$ cat config.mk
export PLATFORM = sky130hd
export DESIGN_NAME = taxi_distance_meter
export DESIGN_NICKNAME = d
export VERILOG_FILES = /design/src/rtl/taxi_distance_meter.sv
export SDC_FILE = /design/constraint.sdc
export NUM_CORES = 1
export LEC_CHECK = 0
export ABC_AREA = 1
export CELL_PAD_IN_SITES_DETAIL_PLACEMENT = 0
export CELL_PAD_IN_SITES_GLOBAL_PLACEMENT = 1
export CORE_ASPECT_RATIO = 0.8
export CORE_MARGIN = 2
export CORE_UTILIZATION = 39
export DETAILED_ROUTE_END_ITERATION = 8
export GPL_TIMING_DRIVEN = 1
export PLACE_DENSITY_LB_ADDON = 0.1
export SETUP_SLACK_MARGIN = 0.5
export SLEW_MARGIN = 20
export SYNTH_ARGS = -nofsm -noshare
export SYNTH_HDL_FRONTEND = slang
export SYNTH_SLANG_ARGS = --single-unit
$ cat constraint.sdc
create_clock -name clk -period 3.6 [get_ports clk]
set_clock_uncertainty 0.15 [all_clocks]
set_input_delay 0.36 -clock clk [delete_from_list [all_inputs] [get_ports clk]]
set_output_delay 0.36 -clock clk [all_outputs]
set_load 0.1 [all_outputs]
$ cat src/rtl/taxi_distance_meter.sv
// rtl/taxi_distance_meter.sv - distance-tick prescaler and BCD fare down-counter
// Runs the remaining-distance BCD counter per fare mode and counts fare pulses.
module taxi_distance_meter #(
  parameter int                  DIGITS         = 3,
  parameter int                  TICK_DIV       = 10,
  parameter logic [4*DIGITS-1:0] RELOAD_NORMAL  = 12'h140,
  parameter logic [4*DIGITS-1:0] RELOAD_PREMIUM = 12'h120,
  parameter int                  CNT_W          = 16
) (
  input  logic                  clk,
  input  logic                  reset,
  input  logic                  start_normal,
  input  logic                  start_premium,
  input  logic                  stop,
  input  logic                  pause,
  output logic [1:0]            mode,
  output logic                  running,
  output logic [4*DIGITS-1:0]   remain_bcd,
  output logic                  fare_pulse,
  output logic [CNT_W-1:0]      pulse_count
);

  localparam int PW = (TICK_DIV > 1) ? $clog2(TICK_DIV) : 1;
  localparam logic [PW-1:0] PRESC_MAX = PW'(TICK_DIV - 1);
  localparam logic [4*DIGITS-1:0] BCD_ONE = {{(4*DIGITS-1){1'b0}}, 1'b1};

  typedef enum logic [1:0] {
    S_IDLE    = 2'b00,
    S_NORMAL  = 2'b01,
    S_PREMIUM = 2'b10
  } state_t;

  state_t                r_state;
  state_t                w_state_next;
  logic [PW-1:0]         r_presc;
  logic [4*DIGITS-1:0]   r_remain;
  logic                  r_fare_pulse;
  logic [CNT_W-1:0]      r_cnt;
  logic                  w_running;
  logic                  w_tick;
  logic                  w_start;
  logic [4*DIGITS-1:0]   w_reload_next;

  function automatic logic [4*DIGITS-1:0] bcd_dec(input logic [4*DIGITS-1:0] v);
    logic [4*DIGITS-1:0] res;
    logic                borrow;
    res    = v;
    borrow = 1'b1;
    for (int i = 0; i < DIGITS; i++) begin
      if (borrow) begin
        if (v[4*i +: 4] == 4'd0) begin
          res[4*i +: 4] = 4'd9;
        end else begin
          res[4*i +: 4] = v[4*i +: 4] - 4'd1;
          borrow        = 1'b0;
        end
      end
    end
    return res;
  endfunction

  always_ff @(posedge clk) begin
    if (reset) r_state <= S_IDLE;
    else       r_state <= w_state_next;
  end

  always_comb begin
    w_state_next = r_state;
    w_running    = (r_state != S_IDLE);
    if (stop)               w_state_next = S_IDLE;
    else if (start_normal)  w_state_next = S_NORMAL;
    else if (start_premium) w_state_next = S_PREMIUM;
    w_start       = !w_running && (w_state_next != S_IDLE);
    w_tick        = w_running && !pause && (r_presc == PRESC_MAX);
    // A mode switch coincident with a tick reloads with the new mode's value.
    w_reload_next = (w_state_next == S_PREMIUM) ? RELOAD_PREMIUM : RELOAD_NORMAL;
  end

  always_ff @(posedge clk) begin
    if (reset) begin
      r_presc      <= '0;
      r_remain     <= '0;
      r_fare_pulse <= 1'b0;
      r_cnt        <= '0;
    end else begin
      r_fare_pulse <= 1'b0;
      if (w_start) begin
        r_remain <= w_reload_next;
        r_presc  <= '0;
        r_cnt    <= '0;
      end else if (w_running) begin
        if (stop) begin
          r_presc <= '0;
        end else begin
          if (!pause) r_presc <= (r_presc == PRESC_MAX) ? '0 : r_presc + PW'(1);
          if (w_tick) begin
            if (r_remain == BCD_ONE) begin
              r_remain     <= w_reload_next;
              r_fare_pulse <= 1'b1;
              if (r_cnt != '1) r_cnt <= r_cnt + CNT_W'(1);
            end else begin
              r_remain <= bcd_dec(r_remain);
            end
          end
        end
      end
    end
  end

  assign mode        = r_state;
  assign running     = (r_state != S_IDLE);
  assign remain_bcd  = r_remain;
  assign fare_pulse  = r_fare_pulse;
  assign pulse_count = r_cnt;

endmodule

==> results.yml <==
cts:
  ctsHoldBuffers: 0
  cts_buffer_depth: 2
  cts_resized: 0
  cts_sinks: 35
  clockRootBuffer: "clkbuf_8"
  numCtsBuffers: 5
  htree_num_levels: 2
  cts_tree: "done"
  post-cts-setup-buffer-count: 0
  worst_skew_pair.late_latency_ns: 0.29
  clk_pin_slew_ns: 0.07
floorplanning:
  rows: 24
  die-width_um: 88.4
  die-height_um: 71.5
  start_util_pct: 40.7
  die_area_mm2: 0.00632
  core_mm2: 0.00547
  pin_count: 38
grt:
  antenna_found_initial: 0
  first_global_vias: 2048
  grt_max_degree: 18
  grt_pass1_wl_mm: 9.63
  grt_util_all_layers_pct: 19.3
  overflow: 0
synth:
  syn_inst: 360
  seq_area_frac_synth_pct: 31.5
  synth_top_area_share_pct: 31.5
  yosys_warnings: 0
  syn_nets: 368
  synth.ff_latch_count: 35
  synth_top_cell_by_area: "dfxtp_1"
  synth.top_cells.by_area: "dfxtp_1 32%, nand2_1 18%, nor2_1 10%, nand3_1 7.4%, inv_1 6.8%"
  synth.avg_cell_area_um2: 6.17
  postSynth.asyncResetShare_pct: 0
  synth_edf_count: 0
  synth_ff_type: "dfxtp_1"
  synth.distinct_cells: 30
  netlist_area_mm2: 0.00222
sta:
  tns_ns: 0
  tightest_slew_ns: 0.969
  whs_ns: 0.336
  final_max_slew_viol_count: 0
  setup_violations: 0
  finalHoldViolCount: 0
  fin_crit_sh_pct: 69.6
  relSlewSlack_pct: 35.2
  rsz0062_at_grt: "false"
  period_needed_ns: 2.51
  layout_setup_ws_ns: 1.09
  max_freq_ghz: 0.399
route:
  vias: 2328
  drc: 0
  wire_per_inst_um: 11.8
  ant_nets: 0
  vias_per_cell: 4.85
  wl_mm: 5.65
  drt_iter0_drc: 110
  drtPass1Iterations: 4
place:
  io_buffers: 37
  place_worst_setup_slack_ns: 1.06
  hpwlAfterDp_mm: 4.38
  gp_congestion: 0.805
critical_path:
  r2r_slack_ns: 1.62
  startpoint_type: "flop"
  cp.required_ns: 3.09
  critPathKind: "reg2out"
  r2r-start: "mode[1]$_SDFF_PP0_"
  endpoint_kind: "output port"
  crit_path_end: "remain_bcd[0]"
  critPathTopFamily: "buffers and inverters"
  path_cells: "clkdlybuf4s50_1"
  crit_start: "remain_bcd[0]$_SDFFE_PP0P_"
  arrival_ns: 2.00
  critical_path_depth: 1
  critPathSlowestCell: "clkdlybuf4s50_1"
  critPathBufInv: 1
  ff2ff_path_depth: 9
  slowest_delay_ns: 1.20
  critPathMaxFanout: 8
  rr_endpoint: "r_presc[1]$_SDFFE_PP0P_"
outcome:
  status: "completed"
finish:
  num-nets-final: 409
  most-common-layout-cells: "104 x nand2_1, 60 x nor2_1, 40 x inv_1"
  diodes: 0
  utilization_pct: 50.6
  final_common_cell: "nand2_1"
  ff_latch_area_um2: 701
  multiInputGateArea_mm2: 0.00133
  area_delta_synth_final_pct: 24.5
  nFillCells: 609
  layout-drive-gt1-share_pct: 8.21
power_and_ir_drop:
  power.leakage_nw: 1.07
  peakVddDrop_uv: 162
  p_per_area_mw_per_mm2: 378
min_path:
  holdCritPathClass: "reg2reg"
run:
  drv_cap: 0
[report_power, final]
group          switching, mW  total [mW]  internal (mW)
Clock                  0.142       0.316          0.175
Combinational          0.231       0.310         0.0792
Sequential            0.0164       0.419          0.403
Total                  0.389        1.05          0.657
[final cells by class]
cell class / count / area share (%)
multi-input combinational: 276 / 47.9
sequential: 35 / 25.3
clock buffer: 8 / 3.62
timing repair buffer: 37 / 13.4
inverter: 46 / 6.24
tap: 78 / 3.53
[cell usage after synthesis (4+ instances only)]
cell and n:
o21ai_0 8, nor3_1 4, inv_1 40, nor2_4 5
inv_2 4, nand3_1 33, dfxtp_1 35, nand2_1 104
nand4_1 9, a21oi_1 24, nor2_1 60, nor2_2 7
nand2_2 5
[flip-flops by register name (all words and copies together), names as in the netlist]
name / cells
pulse_count: 16
remain_bcd: 12
r_presc: 4
mode: 2
fare_pulse: 1
[cell families after synthesis]
| family | Yosys count | synth area share [%] |
|---|---|---|
| AOI/OAI and AO/OA | 37 | 8.73 |
| buffers and inverters | 49 | 8.84 |
| and+or+nand+nor | 234 | 48.6 |
| xor gates and xnor gates | 3 | 1.18 |
| DFF | 35 | 31.5 |
| adders and majority gates | 2 | 1.13 |
[per-layer routing]
metal / up-vias / GRT usage (%) / routed length, µm
met5: - / 0 / 0
li1: 1236 / - / -
met3: 7 / 3.46 / 231
met1: 1041 / 31.6 / 3130
met2: 44 / 25.6 / 2240
met4: 0 / 4.55 / 42
[worst min-delay path by stage]
stage,endpoint,startpoint,cells after the start
6_report,remain_bcd[8]$_SDFFE_PP0P_,remain_bcd[8]$_SDFFE_PP0P_,2
3_5_place_dp,remain_bcd[8]$_SDFFE_PP0P_,remain_bcd[8]$_SDFFE_PP0P_,2
5_1_grt,remain_bcd[8]$_SDFFE_PP0P_,remain_bcd[8]$_SDFFE_PP0P_,2
4_1_cts,remain_bcd[8]$_SDFFE_PP0P_,remain_bcd[8]$_SDFFE_PP0P_,2
3_3_place_gp,remain_bcd[8]$_SDFFE_PP0P_,remain_bcd[8]$_SDFFE_PP0P_,2
2_1_floorplan,remain_bcd[1]$_SDFFE_PP0P_,reset,1
[stage by stage]
step                power, mW  instances  instance area, µm²
floorplan               0.673        360                2220
global placement        0.737        472                2670
detailed placement      0.737        472                2670
CTS                      1.05        480                2770
global route             1.10        480                2770
finish                   1.05        480                2770
(Power assumes the default switching activity.)
